$ cat src/rtl/traffic_signal_controller.sv
// traffic_signal_controller
// Five-state Moore controller for a highway / country-road intersection.
// The highway holds green until the country-road sensor x requests service;
// the lights then step through yellow, all-red and country green, and come
// back through country yellow once x clears.
// Optional feature macro: TSC_MIN_GREEN_EN enforces a minimum highway-green
// time of MIN_GREEN cycles before a country request is honoured.

module traffic_signal_controller #(
    parameter int Y2R_DELAY = 3,
    parameter int R2G_DELAY = 2,
    parameter int MIN_GREEN = 4
) (
    input  logic       clk,
    input  logic       reset,
    input  logic       x,
    output logic [1:0] hwy,
    output logic [1:0] cntry
);

    localparam logic [1:0] LIGHT_RED    = 2'd0;
    localparam logic [1:0] LIGHT_YELLOW = 2'd1;
    localparam logic [1:0] LIGHT_GREEN  = 2'd2;

    // Counter preload values: the timed state exits on the edge where the
    // counter reads zero, so loading DELAY-1 yields exactly DELAY cycles.
    localparam logic [7:0] Y2R_LOAD = 8'(Y2R_DELAY - 1);
    localparam logic [7:0] R2G_LOAD = 8'(R2G_DELAY - 1);

    // Elaboration-time guard on the legal parameter ranges.
    if (Y2R_DELAY < 1 || Y2R_DELAY > 255 || R2G_DELAY < 1 || R2G_DELAY > 255 ||
        MIN_GREEN < 1 || MIN_GREEN > 255) begin : g_bad_params
        $error("traffic_signal_controller: delay parameter out of range 1..255");
    end

    typedef enum logic [2:0] {
        S0 = 3'd0,   // highway green, country red
        S1 = 3'd1,   // highway yellow
        S2 = 3'd2,   // all red
        S3 = 3'd3,   // country green
        S4 = 3'd4    // country yellow
    } state_t;

    state_t     r_state;
    state_t     w_next_state;
    logic [7:0] r_cnt;
    logic [7:0] w_next_cnt;
    logic       w_green_ok;

`ifdef TSC_MIN_GREEN_EN
    localparam logic [7:0] MG_THR = 8'(MIN_GREEN - 1);

    logic [7:0] r_green_cnt;

    // Saturating count of cycles spent in S0; cleared whenever S0 is (re)entered.
    always_ff @(posedge clk or negedge reset) begin
        if (!reset) begin
            r_green_cnt <= '0;
        end else if (r_state == S0 && w_next_state == S0) begin
            if (r_green_cnt != 8'hFF) begin
                r_green_cnt <= r_green_cnt + 8'd1;
            end
        end else begin
            r_green_cnt <= '0;
        end
    end

    assign w_green_ok = (r_green_cnt >= MG_THR);
`else
    assign w_green_ok = 1'b1;
`endif

    // State and delay-counter registers.
    always_ff @(posedge clk or negedge reset) begin
        if (!reset) begin
            r_state <= S0;
            r_cnt   <= '0;
        end else begin
            // NOTE: sequential state uses non-blocking (<=) so every register
            // samples the pre-edge values, independent of statement order.
            r_state <= w_next_state;
            r_cnt   <= w_next_cnt;
        end
    end

    // Next-state and counter logic.
    always_comb begin
        // NOTE: defaults first so every path assigns every output and no latch
        // is inferred; unused encodings fall through to S0 with a cleared counter.
        w_next_state = S0;
        w_next_cnt   = '0;
        case (r_state)
            S0: begin
                if (x && w_green_ok) begin
                    w_next_state = S1;
                    w_next_cnt   = Y2R_LOAD;
                end else begin
                    w_next_state = S0;
                end
            end
            S1: begin
                if (r_cnt == 8'd0) begin
                    w_next_state = S2;
                    w_next_cnt   = R2G_LOAD;
                end else begin
                    w_next_state = S1;
                    w_next_cnt   = r_cnt - 8'd1;
                end
            end
            S2: begin
                if (r_cnt == 8'd0) begin
                    w_next_state = S3;
                end else begin
                    w_next_state = S2;
                    w_next_cnt   = r_cnt - 8'd1;
                end
            end
            S3: begin
                if (!x) begin
                    w_next_state = S4;
                    w_next_cnt   = Y2R_LOAD;
                end else begin
                    w_next_state = S3;
                end
            end
            S4: begin
                if (r_cnt == 8'd0) begin
                    w_next_state = S0;
                end else begin
                    w_next_state = S4;
                    w_next_cnt   = r_cnt - 8'd1;
                end
            end
            default: begin
                w_next_state = S0;
            end
        endcase
    end

    // Moore output decode from the state register only.
    always_comb begin
        hwy   = LIGHT_GREEN;
        cntry = LIGHT_RED;
        case (r_state)
            S0: begin
                hwy   = LIGHT_GREEN;
                cntry = LIGHT_RED;
            end
            S1: begin
                hwy   = LIGHT_YELLOW;
                cntry = LIGHT_RED;
            end
            S2: begin
                hwy   = LIGHT_RED;
                cntry = LIGHT_RED;
            end
            S3: begin
                hwy   = LIGHT_RED;
                cntry = LIGHT_GREEN;
            end
            S4: begin
                hwy   = LIGHT_RED;
                cntry = LIGHT_YELLOW;
            end
            default: begin
                hwy   = LIGHT_GREEN;
                cntry = LIGHT_RED;
            end
        endcase
    end

endmodule

$ cat config.mk
export PLATFORM = sky130hd
export DESIGN_NAME = traffic_signal_controller
export DESIGN_NICKNAME = d
export VERILOG_FILES = /design/src/rtl/traffic_signal_controller.sv
export SDC_FILE = /design/constraint.sdc
export NUM_CORES = 1
export LEC_CHECK = 0
export ABC_AREA = 1
export BUFFER_PORTS_ARGS = -buffer_cell sky130_fd_sc_hd__buf_2
export CORE_ASPECT_RATIO = 0.9
export CORE_MARGIN = 2
export CORE_UTILIZATION = 40
export DETAILED_ROUTE_END_ITERATION = 10
export PLACE_DENSITY = 0.6
export SYNTH_ARGS = -nofsm -noshare
export SYNTH_HDL_FRONTEND = slang
export SYNTH_SLANG_ARGS = --single-unit
$ cat constraint.sdc
create_clock -name clk -period 1.55 [get_ports clk]
set_clock_uncertainty 0.15 [all_clocks]
set_input_delay 0.2325 -clock clk [delete_from_list [all_inputs] [get_ports clk]]
set_output_delay 0.2325 -clock clk [all_outputs]
set_load 0.02 [all_outputs]
After elaboration in Yosys (flattened, before gate mapping)
Index checks and enable logic that the tools add are counted. W data, S select, Z words.

$add $sub $neg: 1. Equal/unequal tests: 4. Mux-type cells: 13. Reductions and logical operators: 4.

Operators with widths (number): $pmux W8 S4 (1); $mux W8 (2); $pmux W3 S5 (1); $logic_not A8 Y1 (1); $pmux W2 S2 (2); $sub A8 B1 Y8 const B (1); $eq A3 B2 Y1 const B (2); $mux W2 (3); $mux W3 (2); $eq A3 B1 Y1 const B (1); $eq A3 B3 Y1 const B (1); $logic_not A3 Y1 (1); $reduce_or A3 Y1 (1); $mux W1 (2); $reduce_or A2 Y1 (1).

Register bits: 11. Logic and storage cells: 24.

Depth between registers and ports, before layout
Word-level depth: 3. Mapped depth: 7. Mapped depth without buffers: 7.

Least setup slack after synthesis
OpenSTA, ideal clock, no wires.

Path type: register to register. Start: reg r_state[2]. End: reg r_state[1]. Library setup time: 0.087 ns. Arrival time: 1.139 ns. Setup slack: 0.174 ns. Cell stages (with the launch flop): 6. Buffers on the path: 0. Cells stage by stage: dfrtp_1 -> inv_1 -> nand2_1 -> nor2_1 -> nand2_1 -> o211ai_1.

Word-level cells in the longest chain between the ends: 2. Elaborated cells on any way between the ends: 6. Those cells by class: 4 x eq/ne; 1 x mux; 1 x reduce/logical.

Ends and longest elaborated chain: start: declaration (line 44) `state_t r_state;`; start signal: assignment (line 81) `r_state <= w_next_state;`; $eq A3 B3 Y1 (tied with other cells) (line 92) `case (r_state)`; $pmux W3 S5 * (line 92); net w_next_state[1] (line 45) `state_t w_next_state;`.

Mark *: on every way through the listed nets, which the timed path passes. The rest lies on a longest branch.

Worst setup path in the final report
Start: reg r_state[1]. End: out cntry[1].

Word-level cells in the longest chain between the ends: 2. Elaborated cells on any way between the ends: 3. Those cells by class: 2 x eq/ne; 1 x mux.

Ends and longest elaborated chain: $eq A3 B3 Y1 / $eq A3 B2 Y1 (equally long branches) (line 144) `case (r_state)`; $pmux W2 S2 * (line 144); end: declaration (line 18) `output logic [1:0] cntry`.

Mark *: on every way between the ends. The rest lies on a longest branch, timed or not.

==> flow_summary.json <==
{
  "drv_slew": 0,
  "coreArea_mm2": 0.00151,
  "cp_data_required_time_ns": 1.17,
  "cpPeakStageDelay_ns": 0.43,
  "start_util_pct": 44.2,
  "r2r_cells": 7,
  "area_growth_pct": 28.7,
  "run_status": "complete, but fails checks",
  "violations": "setup timing",
  "grt_antenna_before_repair": 0,
  "dr.pass1.iters": 4,
  "vias": 641,
  "drv_cap": 0,
  "netlist_instances": 93,
  "clkLatencyLatePin_ns": 0.28,
  "hold_class": "input port to flop",
  "worstSetupEndpointType": "output port",
  "path_buf_inv": 3,
  "rows": 13,
  "drt_iter0_drc": 20,
  "dieHeight_um": 42.8,
  "portBuffers": 6,
  "fin_ws_ns": -0.0638,
  "viasPerCell": 4.89,
  "ios": 7,
  "slew_headroom_pct": 82.5,
  "antenna_cells": 0,
  "synth_area_um2": 668,
  "synth_cell_type_count": 17,
  "reg2reg_slack_ns": 0.11,
  "nets": 115,
  "finalSetupViolations": 2,
  "leakage_uw": 0.000459,
  "die_width_um": 47.1,
  "ys_top_cells_by_area": "dfrtp_1 41%, nand2_1 12%, inv_1 11%",
  "top_usage_layer": "met2",
  "finalPower_uw": 1880,
  "synthesis.nets": 98,
  "use_met3_pct": 6.38,
  "seq_area_um2": 278,
  "startpoint_type": "flop",
  "reg2reg_to": "r_cnt[3]",
  "syn_area_per_cell_um2": 7.18,
  "cts_tree": "yes",
  "synth_top_area_share_pct": 41.2,
  "fp.dieArea_mm2": 0.00201,
  "cts.sinks": 11,
  "rsz0062_at_grt": "true",
  "grt_use_total_pct": 17.7,
  "place_congestion": 0.827,
  "yosysWarnings": 0,
  "cts-root-buf": "clkbuf_4",
  "grt_util_met1_pct": 24.9,
  "fmax_mhz": 620,
  "cts_max_level": 1,
  "critPathKind": "flop to output port",
  "fin_crit_sh_pct": 104,
  "worst_slew_pin_slew_ns": 0.260,
  "path_depth": 4,
  "grt_start_max_net_pins": 12,
  "period_needed_ns": 1.61,
  "ys_seq_elements": 11,
  "cp.arrival_ns": 1.23,
  "grt_pass1_vias": 582,
  "crit_start": "r_state[1]",
  "hold_viol": 0,
  "synth-seq-area-share_pct": 41.2,
  "routedWlPerCell_um": 12.2,
  "n_fill_cell": 138,
  "drcViolationCount": 0,
  "crit_family": "flip-flops",
  "multi_input_area_um2": 350,
  "ant_nets": 0,
  "synth_top_area_cell": "dfrtp_1",
  "critPathMaxFanout": 5,
  "whs_path_depth": 3,
  "hold_slack_ns": 0.0886,
  "grt_pass1_wl_mm": 2.52,
  "clk_pin_slew_ns": 0.08,
  "wirelength_mm": 1.59,
  "r2r_start": "r_cnt[0]",
  "gr-usage-met2_pct": 26.0,
  "cts_max_path_buffers": 2,
  "crit_chain": "buf_4, inv_1, nor2_2, buf_6",
  "slowest_stage": "dfrtp_2",
  "p_per_area_mw_per_mm2": 2190,
  "grt_overflow": 0,
  "cts-buffers-inserted": 3,
  "critPathCapture": "cntry[1]",
  "hpwl_mm": 1.05,
  "drive_gt1_share_pct": 26.6,
  "ir_worst_vdd_mv": 1.20
}
## sequential cells by signal, indices dropped and copies added (netlist names)
signal / flops
r_cnt: 8
r_state: 3
## layout make-up
cell class	instances	area share (%)
Inverter	20	8.73
Clock buffer	4	3.06
Timing Repair Buffer	12	11.9
Tap cell	22	3.20
Sequential cell	11	32.3
Multi-Input combinational cell	62	40.8
## cell usage after synthesis, drive strengths merged
cell type and number:
a21oi 5, nor3 1, nor2 14, o21bai 1, o21ai 4, nand2 24, o211ai 1, xor2 2
nand3 7, inv 20, nand4 1, ha 2, dfrtp 11
## cell usage in the layout (no fill, tap or decap), drive strengths merged, types with 2 or more instances in the layout
master | Yosys | layout
nand2 | 24 | 24
inv | 20 | 20
nor2 | 14 | 14
dfrtp | 11 | 11
buf | 0 | 11
nand3 | 7 | 7
a21oi | 5 | 5
o21ai | 4 | 4
clkbuf | 0 | 4
xor2 | 2 | 2
ha | 2 | 2
## metrics by stage
step | util (%) | setup TNS (ns) | setup WS (ns) | cells | instance area [um^2]
2_1_floorplan | - | 0 | 0.174 | 93 | 668
3_3_place_gp | 48.0 | 0 | 0.147 | 121 | 726
3_5_place_dp | 48.0 | 0 | 0.122 | 121 | 726
4_1_cts | 53.6 | -0.0515 | -0.0261 | 129 | 811
5_1_grt | 56.8 | -0.254 | -0.109 | 131 | 860
6_report | 56.8 | -0.0965 | -0.0638 | 131 | 860
## worst reg2reg max path: cells and delay by family, from the launching register on
family / cells / cell delay, ns
and+or+nand+nor: 4 / 0.38
DFF: 1 / 0.36
buffers and inverters: 1 / 0.11
AOI/OAI and AO/OA: 1 / 0.12
adders and majority gates: 1 / 0.20
## report_power, final
part / total [uW] / switching [uW] / internal, uW
registers: 480 / 92.1 / 388
logic: 1200 / 721 / 476
clock network: 202 / 102 / 99.8
## timing repair
item,in CTS,in global routing
endpoints found under the setup margin,4,9
gates resized for setup,10,11
buffers inserted,3,2
hold buffers,1,0
gates cloned,0,0
hold endpoints to repair,11,0
pin swaps,1,3
## worst min path at each step
stage	from	end	slack (ns)
6_report	x	r_state[1]	0.09
2_1_floorplan	reset	r_cnt[0]	-0.21
3_5_place_dp	reset	r_state[0]	-0.03
5_1_grt	x	r_state[1]	0.11
3_3_place_gp	reset	r_state[0]	-0.03
4_1_cts	x	r_state[1]	0.09
## metal layers
metal / up-vias / share of wire, %
li1: 316 / -
met4: 0 / 3.1
met5: - / 0
met1: 297 / 45
met3: 8 / 5.2
met2: 20 / 47
## cell families (layout without fill, tap and decap cells)
kind of cell	Yosys count	in the layout	share of synthesized area [%]
and+or+nand+nor	47	47	30.5
buffers and inverters	20	36	11.2
AOI/OAI and AO/OA	11	11	10.7
DFF	11	11	41.2
adders and majority gates	2	2	3.74
xor gates and xnor gates	2	2	2.62
Note: power is estimated with default switching activity, not from simulation.
